File: config.mk
export PLATFORM = sky130hd
export DESIGN_NAME = glyph_addr_gen
export DESIGN_NICKNAME = d
export VERILOG_FILES = /design/src/rtl/glyph_addr_gen.sv
export SDC_FILE = /design/constraint.sdc
export NUM_CORES = 1
export LEC_CHECK = 0
export CAP_MARGIN = 10
export CORE_AREA = 4 4 218 220
export DETAILED_ROUTE_END_ITERATION = 16
export DIE_AREA = 0 0 222 224
export PLACE_DENSITY = 0.53
export SKIP_CTS_REPAIR_TIMING = 1
export SLEW_MARGIN = 20
export SYNTH_ARGS = -nofsm -noshare
export SYNTH_HDL_FRONTEND = slang
export SYNTH_SLANG_ARGS = --single-unit
File: constraint.sdc
create_clock -name clk -period 7.5 [get_ports clk]
set_clock_uncertainty 0.05 [all_clocks]
set_input_delay 0.75 -clock clk [delete_from_list [all_inputs] [get_ports clk]]
set_output_delay 0.75 -clock clk [all_outputs]
set_load 0.05 [all_outputs]
File: src/rtl/glyph_addr_gen.sv
// Font-bitmap bit-address generator: maps a pixel inside a scaled character cell
// to its source bit in the font bitmap using one shared serial restoring divider.
module glyph_addr_gen #(
  parameter int CHAR_W_BITS = 6,
  parameter int CHAR_H_BITS = 7,
  parameter int CHARS_BITS  = 8,
  parameter int FONT_IDX_W  = 8,
  parameter int COORD_W     = 16,
  parameter int ADDR_W      = 30
) (
  input  logic                  clk,
  input  logic                  rst_n,
  input  logic                  in_valid,
  output logic                  in_ready,
  input  logic [COORD_W-1:0]    font_width,
  input  logic [COORD_W-1:0]    font_height,
  input  logic [COORD_W-1:0]    x_offset,
  input  logic [COORD_W-1:0]    y_offset,
  input  logic [FONT_IDX_W-1:0] font_index,
  input  logic [CHARS_BITS-1:0] char_code,
  output logic                  out_valid,
  input  logic                  out_ready,
  output logic [ADDR_W-1:0]     out_addr,
  output logic                  out_err
);

  localparam int DW    = COORD_W + CHAR_H_BITS;
  localparam int CNT_W = $clog2(DW);
  localparam logic [DW-1:0] MAX_X = DW'((1 << CHAR_W_BITS) - 1);
  localparam logic [DW-1:0] MAX_Y = DW'((1 << CHAR_H_BITS) - 1);

  typedef enum logic [1:0] {IDLE, SETUP, DIV, DONE} state_t;

  state_t                 state;
  logic [COORD_W-1:0]     fw_q, fh_q, x_q, y_q;
  logic [FONT_IDX_W-1:0]  fi_q;
  logic [CHARS_BITS-1:0]  cc_q;
  logic [DW-1:0]          dq;
  logic [COORD_W-1:0]     rem, dsr;
  logic                   byp;
  logic [1:0]             phase;
  logic [CNT_W-1:0]       cnt;
  logic [CHAR_W_BITS-1:0] sx_q;

  logic [COORD_W:0]       rem_sh;
  logic                   ge;
  logic [COORD_W-1:0]     rem_nx;
  logic [DW-1:0]          q_nx, xl_mul, y_mul;
  logic                   sy_clip;
  logic [CHAR_H_BITS-1:0] sy_fin;
  logic [ADDR_W-1:0]      addr_fin;

  assign in_ready = (state == IDLE);

  // One restoring step: dq shifts dividend bits out of the top and quotient bits in
  // at the bottom; a zero divisor forces every quotient bit to 0.
  assign rem_sh  = {rem, dq[DW-1]};
  assign ge      = !byp && (rem_sh >= {1'b0, dsr});
  assign rem_nx  = ge ? COORD_W'(rem_sh - {1'b0, dsr}) : rem_sh[COORD_W-1:0];
  assign q_nx    = {dq[DW-2:0], ge};

  assign xl_mul  = DW'(rem_nx) * MAX_X;
  assign y_mul   = DW'(y_q) * MAX_Y;
  assign sy_clip = (q_nx > MAX_Y);
  assign sy_fin  = sy_clip ? {CHAR_H_BITS{1'b1}} : q_nx[CHAR_H_BITS-1:0];

  assign addr_fin = (ADDR_W'(fi_q) << (CHARS_BITS + CHAR_H_BITS + CHAR_W_BITS))
                  + (ADDR_W'(cc_q) << (CHAR_H_BITS + CHAR_W_BITS))
                  + (ADDR_W'(sy_fin) << CHAR_W_BITS)
                  + ADDR_W'(sx_q);

  always_ff @(posedge clk or negedge rst_n) begin
    if (!rst_n) begin
      state     <= IDLE;
      fw_q      <= '0;
      fh_q      <= '0;
      x_q       <= '0;
      y_q       <= '0;
      fi_q      <= '0;
      cc_q      <= '0;
      dq        <= '0;
      rem       <= '0;
      dsr       <= '0;
      byp       <= 1'b0;
      phase     <= '0;
      cnt       <= '0;
      sx_q      <= '0;
      out_valid <= 1'b0;
      out_addr  <= '0;
      out_err   <= 1'b0;
    end else begin
      case (state)
        IDLE: begin
          if (in_valid) begin
            fw_q  <= font_width;
            fh_q  <= font_height;
            x_q   <= x_offset;
            y_q   <= y_offset;
            fi_q  <= font_index;
            cc_q  <= char_code;
            state <= SETUP;
          end
        end
        SETUP: begin
          if ((fw_q == '0) || (fh_q == '0)) begin
            out_addr  <= '0;
            out_err   <= 1'b1;
            out_valid <= 1'b1;
            state     <= DONE;
          end else begin
            dq    <= DW'(x_q);
            rem   <= '0;
            dsr   <= fw_q;
            byp   <= 1'b0;
            phase <= 2'd0;
            cnt   <= '0;
            state <= DIV;
          end
        end
        DIV: begin
          rem <= rem_nx;
          dq  <= q_nx;
          cnt <= cnt + 1'b1;
          if (cnt == CNT_W'(DW - 1)) begin
            // Phase boundary: harvest this division's result and load the next one.
            cnt <= '0;
            rem <= '0;
            case (phase)
              2'd0: begin
                dq    <= xl_mul;
                dsr   <= fw_q - 1'b1;
                byp   <= (fw_q == COORD_W'(1));
                phase <= 2'd1;
              end
              2'd1: begin
                sx_q  <= q_nx[CHAR_W_BITS-1:0];
                dq    <= y_mul;
                dsr   <= fh_q - 1'b1;
                byp   <= (fh_q == COORD_W'(1));
                phase <= 2'd2;
              end
              default: begin
                out_addr  <= addr_fin;
                out_err   <= sy_clip;
                out_valid <= 1'b1;
                state     <= DONE;
              end
            endcase
          end
        end
        default: begin
          if (out_ready) begin
            out_valid <= 1'b0;
            state     <= IDLE;
          end
        end
      endcase
    end
  end

endmodule

# Yosys cells after proc, flatten, opt, wreduce, memory -nomap -nowiden
# Cells that the tools add are included.
word_totals:
  reg_bits: 183
  latch_bits: 0
  ramBits: 0
  rom_bits: 0
  input_bits: 84
  out_inout_bits: 33
  word_cells: 101
  memories: 0
classes:
  add_sub_neg: 7
  multipliers: 2
  div: 0
  magnitude_cmp: 2
  n_eq_ne: 12
  shifts: 0
  muxes: 42
  n_bitwise: 1
  reduce_logical: 18
op_table:
  columns: ["operator", "count"]
  rows:
  - ["$pmux 16 s2", 3]
  - ["$pmux 23 s2", 2]
  - ["$mux 30", 3]
  - ["$mux 16", 5]
  - ["$pmux 30 s2", 1]
  - ["$mux 23", 2]
  - ["$eq 16x1->1 const B", 2]
  - ["$logic_not 16->1", 2]
  - ["$sub 16x1->16 const B", 2]
  - ["$add 29x21->30", 1]
  - ["$add 30x13->30", 1]
  - ["$add 30x6->30", 1]
  - ["$gt 23x7->1 const B", 1]
  - ["$mul 16x7->23 const B", 1]
  - ["$mul 16x6->22 const B", 1]
  - ["$ge 17x16->1", 1]
  - ["$sub 16x16->16", 1]
  - ["$mux 2", 6]
  - ["$reduce_and 4->1", 3]
  - ["$mux 5", 2]
  - ["$ne 2x2->1 const B", 5]
  - ["$pmux 5 s2", 1]
  - ["$mux 1", 9]
  - ["$pmux 2 s2", 2]
  - ["other kinds (21)", 26]

# Depth between registers and ports, before layout
# Gate-level depths: netlist (run 1).
logic_depth:
  word_depth: 9
  depth_mapped: 28

# Worst setup path after synthesis (run 1)
# OpenSTA, ideal clock, no wires.
synth_timing:
  path_kind: "register to register"
  start: "register rem[4]"
  end: "register dq[21]"
  setup_time_ns: 0.127
  arrival_time_ns: 5.994
  t_required_ns: 7.323
  path_slack_ns: 1.329
  path_stages_with_launch: 21
  path_buffers: 2
  synth_period_minus_slack_ns: 6.171
  cell_sequence: "dfrtp_1 ha_1 buf_4 nand4_2 o311a_1 a211oi_4 buf_6 mux2i_1 fa_1 fa_1 fa_1 inv_1 ha_1 a211oi_1 o21ai_0 a2111oi_1 o31a_1 o211a_1 mux2_1 a21oi_1 o21ai_1"
synth_between:
  elab_chain_cells: 7
  word_cells_on_any_way: 8
  cone_classes: "add/sub (1); mul (1); order compare (1); mux (4); reduce/logical (1)"
synth_lines:
  columns: ["element", "line_no", "rtl"]
  rows:
  - ["from (decl)", "39", "logic [COORD_W-1:0] rem, dsr;"]
  - ["from (signal assigned)", "121", "rem <= rem_nx;"]
  - ["$ge 17x16->1", "58", "assign ge = !byp && (rem_sh >= {1'b0, dsr});"]
  - ["$logic_and 1x1->1", "58", null]
  - ["$mux 16 *", "59", "assign rem_nx = ge ? COORD_W'(rem_sh - {1'b0, dsr}) : rem_sh[COORD_W-1:0];"]
  - ["$mul 16x6->22 *", "62", "assign xl_mul = DW'(rem_nx) * MAX_X;"]
  - ["$pmux 23 s2 *", "128", "case (phase)"]
  - ["$mux 23 *", "124", "if (cnt == CNT_W'(DW - 1)) begin"]
  - ["$pmux 23 s2 *", "92", "case (state)"]
  - ["to (signal assigned)", "122", "dq <= q_nx;"]
  - ["to (signal assigned)", "130", "dq <= xl_mul;"]
  - ["to (signal assigned)", "137", "dq <= y_mul;"]
  - ["to (decl)", "38", "logic [DW-1:0] dq;"]
# Mark *: on every way between the ends. The rest lies on a longest branch, timed or not.
# A chain may end at the register's enable or synchronous reset.

# Final worst setup path (run 1)
layout_timing:
  start: "register rem[5]"
  end: "register dq[21]"
# Same word-level chain as after synthesis.

==> results of run 1 <==
placed cells by master (no fill, tap or decap), types with 9 or more instances in the layout:
master / Yosys / layout
a211oi_1: 19 / 19
a21o_1: 25 / 25
a21oi_1: 80 / 80
a22o_1: 24 / 24
a31oi_1: 20 / 20
and3_1: 12 / 12
buf_4: 5 / 19
clkbuf_16: 0 / 17
clkdlybuf4s50_1: 0 / 114
dfrtp_1: 182 / 182
fa_1: 89 / 89
ha_1: 99 / 99
inv_1: 136 / 136
mux2_2: 88 / 88
mux2i_1: 12 / 12
nand2_1: 136 / 135
nand3_1: 30 / 30
nor2_1: 83 / 83
nor2b_1: 9 / 9
nor3_1: 33 / 33
nor4_1: 14 / 14
o211ai_1: 14 / 14
o21a_1: 10 / 10
o21ai_0: 74 / 74
o21ai_1: 14 / 13
o22ai_1: 9 / 9
o31ai_1: 11 / 11
xnor2_1: 40 / 40
xor2_1: 27 / 27
per-stage QoR:
step	util, %	worst slack (ps)	area [sq um]	cells	hold slack (ps)
6_report	37.1	614	16800	2194	333
3_3_place_gp	35.8	726	16200	2161	409
2_1_floorplan	-	1330	14400	1487	396
4_1_cts	37.1	615	16800	2193	432
5_1_grt	37.1	235	16800	2194	406
3_5_place_dp	35.8	631	16200	2161	410
cell type report:
class / count / area, sq um / area share (%)
sequential: 182 / 4550 / 27.1
multi-input combinational: 1104 / 9070 / 54.0
clock inverter: 15 / 155 / 0.923
inverter: 141 / 529 / 3.15
timing repair buffer: 135 / 1330 / 7.89
tap: 600 / 751 / 4.46
clock buffer: 17 / 425 / 2.53
flip-flops by register name, indices dropped and copies added (netlist names), 5 cells and up:
signal / flops
dsr: 16
fw_q: 16
sx_q: 6
rem: 16
y_q: 16
cnt: 5
out_addr: 29
cc_q: 8
fh_q: 16
x_q: 16
fi_q: 8
dq: 23
kinds of logic (layout without fill, tap and decap cells):
kind of cell / Yosys count / in the layout / synth area share (%)
flops: 182 / 182 / 31.6
other cells: 1 / 1 / 0.0260
compound gates: 370 / 370 / 17.1
simple gates: 369 / 369 / 12.2
buf+inv: 201 / 308 / 5.65
fa+ha+maj: 194 / 194 / 21.4
mux: 103 / 103 / 7.97
xor+xnor: 67 / 67 / 4.07
critical path, cell delays in order (launching register included):
cell       delay (ps)
dfrtp_1           460
ha_1              610
nand4_2           230
o311a_1           410
a211oi_4          510
mux2i_1           520
fa_1              540
fa_1              480
fa_1              520
inv_1              40
ha_1              350
a211oi_1          280
o21ai_0           190
a2111oi_1         580
o31a_1            290
o211a_1           210
mux2_1            320
a21oi_1           110
o21ai_1            70
path summary, 6_finish.rpt:
| path | cells after the start | end | slack (ps) |
|---|---|---|---|
| worst max-delay path | 18 | dq[21] | 610 |
| worst min-delay path | 1 | out_addr[22] | 330 |
| worst max register to register | 18 | dq[21] | 610 |
| worst min register to register | 2 | out_addr[9] | 430 |
| max in group asynchronous | 2 | fh_q[11] | 5680 |
| min in group clk | 2 | out_addr[9] | 430 |
metal layers:
metal | global-route usage, % | wire length (microns) | up-vias
li1 | - | - | 5425
met4 | 4.30 | 892 | 0
met1 | 20.9 | 17600 | 5489
met5 | 0 | 0 | -
met2 | 24.9 | 17900 | 194
met3 | 2.46 | 1220 | 42
==> impl_metrics.csv, run 1 <==
group,metric,value,unit
finish,drive_gt1_share,10.9,%
routing,vias,11200,
die,row_count,78,
routing,postRouteAntennaNets,0,
critical_path,worstSetupStartpointType,"flip-flop",
place,gp_congestion,0.849,
run,drv_cap,0,
grt,track_usage,15.2,%
synthesis,synth_edf_count,0,
place,io_buffer_count,115,
routing,totalWireLength,37600,microns
synthesis,syn_avg_cell_area,9.70,sq um
die,die_w,222,microns
grt,grt_max_degree,123,
outcome,status,"finished, final reports clean",
synthesis,yosysTopAreaCellShare,31.6,%
die,dieArea,49700,sq um
die,initial_core_util,31.8,%
critical_path,critPathLaunch,"rem[5]",
timing,final.setup.tns,0,ps
timing,fin_crit,6890,ps
timing,tightest_slew,982,ps
critical_path,r2r-start,"rem[5]",
timing,drv_slew,0,
grt,grt_pass1_vias,11300,
place,dpl.hpwl,28800,microns
routing,drt_iter0_drc,514,
critical_path,cp-end-kind,"flip-flop",
clock_tree,htree_levels,4,
finish,fill_cells,4607,
synthesis,netlist_area,14400,sq um
timing,hold_viol_final,0,
timing,rsz0062_at_grt,"no",
clock_tree,clkTransAtPathRegs,80,ps
finish,syn2layout_area_growth,16.6,%
die,core_area,45300,sq um
finish,num-nets-final,1853,
clock_tree,cts_tree,"yes",
routing,firstDrtPassIters,5,
synthesis,ys_ff_latch,182,
clock_tree,cts_max_path_buffers,2,
grt,grt_pass1_wl,61800,microns
synthesis,synth_area_leaders,"dfrtp_1, fa_1, ha_1, mux2_2, inv_1",
critical_path,critPathArrivalTime,7170,ps
synthesis,ys.flop_type,"dfrtp_1",
critical_path,crit_fanout,15,
clock_tree,cts_inserted_buffers,17,
routing,vias_per_cell,5.08,
synthesis,ys_warn_count,0,
die,io_pins,117,
grt,grt-ovfl-total,0,
critical_path,worstPathRequired,7790,ps
timing,setup_violations,0,
clock_tree,clk_latency,460,ps
synthesis,async_flop_share,100,%
synthesis,netlist_top_cells_count,"dfrtp_1, inv_1, nand2_1",
timing,fin_crit_sh,91.8,%
routing,wire_per_inst,17.1,microns
finish,diodes,0,
routing,drc,0,
clock_tree,clkSinkCount,182,
synthesis,yosys.area.top_type,"dfrtp_1",
timing,fmax,145,MHz
clock_tree,clock-root-buffer,"clkbuf_16",
die,fp.dieH,224,microns
worst_hold_path,holdCritPathClass,"primary input to async pin",
critical_path,criticalPathCategory,"flip-flop to flip-flop",
grt,antenna_found_initial,0,
synthesis,ys_seq_area_share,31.6,%
synthesis,synth.most_common_cell,"dfrtp_1",
timing,relSlewSlack,34.6,%
synthesis,synth_fp_nets,1759,
synthesis,synth_cell_types,87,
synthesis,synthCells,1487,
Power of run 1 is left out: the tool's default activity adds up to more than one toggle a clock period on the data nets, which glitch-free logic cannot reach.
==> run 2, diff against run 1 <==
Settings changed: DONT_BUFFER_PORTS set to 1, GPL_TIMING_DRIVEN set to 0, PLACE_DENSITY 0.53 to 0.49.
==> run 2 against run 1 <==
Against the previous run: maximum frequency down 0.66%; via count down 0.76%; final cell count down 3.2%; flip-flop and latch count unchanged; sequential share of layout area up 1.7 points; register-to-register slack worse by 50 ps; global-route usage up 1.0 points; worst setup slack worse by 46 ps; final area down 6.0%; highest routed layer unchanged; wire length up 8.0%.
==> impl_metrics.csv, run 2 (synthesis gave the netlist of run 1 again) <==
group,metric,value,unit
critical_path,crit_path_frequent_cell,"fa_1",
finish,fill_cells,4687,
finish,final_cell_mix,"dfrtp_1, inv_1, nand2_1",
worst_hold_path,holdCritPathClass,"primary input to async pin",
timing,fmax,144,MHz
timing,tightest_slew,937,ps
critical_path,crit_fanout,9,
timing,fin_crit,6930,ps
die,io_pins,117,
critical_path,critPathLaunch,"rem[6]",
finish,final_common_cell,"dfrtp_1",
critical_path,r2r.worst_path.cells,22,
critical_path,r2r_end,"dq[21]",
finish,num-nets-final,1784,
finish,largest_reg_flops,29,
finish,drive_gt1_share,11.7,%
timing,rsz0062_at_grt,"no",
grt,grt_max_degree,183,
clock_tree,cts_tree,"yes",
clock_tree,clock-root-buffer,"clkbuf_16",
routing,m1WireLength,18700,microns
routing,firstDrtPassIters,5,
critical_path,worstPathRequired,7800,ps
outcome,status,"finished, final reports clean",
finish,top_register,"out_addr",
die,row_count,78,
routing,vias_per_cell,5.21,
critical_path,rrSetupSlack,570,ps
routing,drc,0,
routing,drt_iter0_drc,643,
grt,grt-ovfl-total,0,
routing,vias,11100,
timing,setup_violations,0,
die,dieArea,49700,sq um
finish,diodes,0,
clock_tree,cts_inserted_buffers,17,
routing,wl_met3,1900,microns
place,io_buffer_count,0,
critical_path,slowest_delay,570,ps
die,fp.dieH,224,microns
finish,syn2layout_area_growth,9.53,%
timing,relSlewSlack,37.5,%
critical_path,worstSetupStartpointType,"flip-flop",
die,die_w,222,microns
clock_tree,clk_latency,460,ps
routing,postRouteAntennaNets,0,
routing,totalWireLength,40600,microns
critical_path,cp-end-kind,"flip-flop",
critical_path,cp_slowest_cell,"a2111oi_1",
place,gp_congestion,0.867,
timing,drv_slew,0,
timing,fin_crit_sh,92.4,%
clock_tree,clkSinkCount,182,
finish,design_area,15800,sq um
routing,wire_per_inst,19.1,microns
routing,top_layer,"met4",
grt,grt_pass1_vias,11100,
routing,wl_met2,19000,microns
run,drv_cap,0,
timing,hold_viol_final,0,
grt,track_usage,16.2,%
timing,timing.hold.ws,289,ps
die,initial_core_util,31.8,%
place,postPlaceCellArea,15200,sq um
critical_path,crit_chain,"ha_1 > buf_4 > nand2_1 > o21ai_2 > nor3_1 > a21o_1 > a211oi_4 > buf_4 > mux2i_1 > fa_1 > fa_1 > fa_1 > inv_1 > ha_1 > a211oi_1 > o21ai_0 > a2111oi_1 > o31a_1 > o211a_1 > mux2_1 > a21oi_1 > o21ai_1",
clock_tree,cts_max_path_buffers,2,
timing,final.setup.tns,0,ps
place,dpl.hpwl,32500,microns
critical_path,r2r-start,"rem[6]",
clock_tree,htree_levels,4,
grt,grt_pass1_wl,64200,microns
finish,reg.largest.list,"out_addr: 29 flops, dq: 23 flops",
die,core_area,45300,sq um
critical_path,criticalPathCategory,"flip-flop to flip-flop",
clock_tree,clkTransAtPathRegs,80,ps
critical_path,critPathArrivalTime,7230,ps
grt,antenna_found_initial,1,
-- run 2: final cells by class --
type,instances,area [sq um],area share (%)
buffer,60,285,1.81
clock buffer,19,443,2.80
clock inverter,12,111,0.705
inverter,141,529,3.35
multi-input combinational,1104,9060,57.3
sequential,182,4550,28.8
tap,600,751,4.75
timing repair buffer,6,65.1,0.412
-- run 2: worst max-delay path: cells and delay by family, from the launching register on --
| family | cells | cell delay, ps |
|---|---|---|
| AOI/OAI and AO/OA | 10 | 2610 |
| and+or+nand+nor | 2 | 170 |
| adders and majority gates | 5 | 2240 |
| DFF | 1 | 520 |
| buffers and inverters | 3 | 410 |
| muxes | 2 | 800 |
-- run 2: worst max-delay path by stage --
stage               endpoint  slack (ps)  cells past startpoint
global route          dq[21]          80                     24
finish                dq[21]         570                     22
detailed placement    dq[21]         300                     22
floorplan             dq[21]        1330                     20
global placement      dq[21]         360                     20
CTS                   dq[21]         290                     22
-- run 2: routing by layer --
layer,vias to the layer above,global-route usage [%]
li1,5303,-
met5,-,0
met1,5449,22.3
met4,0,4.54
met2,262,26.1
met3,51,3.05
-- run 2: metrics by stage --
stage	setup slack (ps)	cells	utilization [%]
after floorplan	1330	1487	-
after global placement	356	2087	33.5
after detailed placement	302	2087	33.5
after CTS	286	2118	34.7
after global routing	81.9	2124	34.9
final	569	2124	34.9
Power of run 2 is left out for the same reason.
==> run 3, diff against run 2 <==
Settings changed: GPL_TIMING_DRIVEN 0 to not set, TNS_END_PERCENT set to 50.
==> run 3 against run 2 <==
Against the previous run: die area unchanged; sequential share of layout area increased by 0.18 points; critical path type unchanged; wire length decreased by 8.1%.
==> impl_metrics.csv, run 3 (synthesis gave the netlist of run 1 again) <==
group,metric,value,unit
outcome,status,"finished, final reports clean",
grt,grt_pass1_wl,61000,microns
clock_tree,htree_levels,4,
clock_tree,clkTransAtPathRegs,80,ps
critical_path,crit_fanout,15,
timing,fin_crit,6970,ps
critical_path,slowest_delay,610,ps
timing,hold_viol_final,0,
finish,final_cell_mix,"dfrtp_1, inv_1, nand2_1",
routing,totalWireLength,37300,microns
clock_tree,cts_tree,"yes",
critical_path,crit_chain,"ha_1 > nand2_1 > o21ai_2 > nor3_1 > a21o_1 > a211oi_4 > mux2i_1 > fa_1 > fa_1 > fa_1 > inv_1 > ha_1 > a211oi_1 > o21ai_0 > a2111oi_1 > o31a_1 > o211a_1 > mux2_1 > a21oi_1 > o21ai_1",
finish,final_util,34.7,%
critical_path,critPathArrivalTime,7270,ps
grt,grt-ovfl-total,0,
timing,final.setup.tns,0,ps
die,initial_core_util,31.8,%
place,dpl.hpwl,28600,microns
routing,postRouteAntennaNets,0,
routing,wire_per_inst,18.0,microns
critical_path,worstPathRequired,7800,ps
routing,firstDrtPassIters,5,
run,drv_cap,0,
finish,final_common_cell,"dfrtp_1",
critical_path,crit_path_frequent_cell,"fa_1",
critical_path,criticalPathCategory,"flip-flop to flip-flop",
critical_path,r2r-start,"rem[5]",
die,dieArea,49700,sq um
die,die_w,222,microns
grt,antenna_found_initial,0,
finish,reg.largest.list,"out_addr: 29 flops, dq: 23 flops",
timing,fin_crit_sh,92.9,%
finish,top_register,"out_addr",
timing,timing.hold.ws,300,ps
clock_tree,cts_max_path_buffers,2,
timing,tightest_slew,1090,ps
die,core_area,45300,sq um
clock_tree,clock-root-buffer,"clkbuf_16",
timing,relSlewSlack,27.6,%
clock_tree,cts_inserted_buffers,17,
timing,fmax,144,MHz
clock_tree,clk_latency,460,ps
critical_path,path_buf_inv,1,
routing,drt_iter0_drc,645,
place,gp_congestion,0.821,
routing,vias_per_cell,5.15,
finish,num-nets-final,1736,
critical_path,rrSetupSlack,530,ps
finish,syn2layout_area_growth,8.87,%
grt,track_usage,15.1,%
critical_path,cp-end-kind,"flip-flop",
grt,grt_max_degree,183,
clock_tree,clkSinkCount,182,
finish,drive_gt1_share,11.4,%
timing,drv_slew,0,
critical_path,cp_slowest_cell,"ha_1",
worst_hold_path,holdCritPathClass,"primary input to async pin",
critical_path,r2r_end,"dq[21]",
critical_path,critPathTopFamily,"compound AO/OA/AOI/OAI gates",
finish,largest_reg_flops,29,
die,io_pins,117,
routing,vias,10700,
die,row_count,78,
finish,fill_cells,4666,
timing,setup_violations,0,
critical_path,worstSetupStartpointType,"flip-flop",
critical_path,cp.depth,20,
critical_path,r2r.worst_path.cells,20,
place,io_buffer_count,0,
timing,rsz0062_at_grt,"no",
grt,grt_pass1_vias,10900,
routing,drc,0,
finish,diodes,0,
die,fp.dieH,224,microns
-- run 3: worst max path at each step --
stage	start	to	slack [ps]
2_1_floorplan	rem[4]	dq[21]	1330
3_3_place_gp	rem[5]	dq[21]	720
3_5_place_dp	rem[5]	dq[21]	570
4_1_cts	rem[5]	dq[21]	540
5_1_grt	rem[5]	dq[21]	120
6_report	rem[5]	dq[21]	530
-- run 3: through the flow --
stage                     cell area, sq um  std cells  worst slack [ps]
after floorplan                      14400       1487              1330
after global placement               15000       2044               725
after detailed placement             15000       2044               573
after CTS                            15700       2076               539
after global routing                 15700       2077               118
final                                15700       2077               532
-- run 3: area by class of cell --
cell class	count	area (sq um)	area share (%)
multi-input cells	1104	9070	57.8
flip-flops and latches	182	4550	29.0
well taps	600	751	4.78
inverters	141	529	3.37
clock buffers	19	443	2.82
clock inverters	13	183	1.16
repair buffers	18	168	1.07
-- run 3: routing by layer --
metal  global-route usage, %  up-vias  share of wire [%]
li1                        -     5195                  -
met1                    20.6     5299                 47
met2                    24.8      167                 47
met3                    3.25       34                3.4
met4                    3.72        0                1.9
met5                       0        -                  0
Power of run 3 is left out for the same reason.
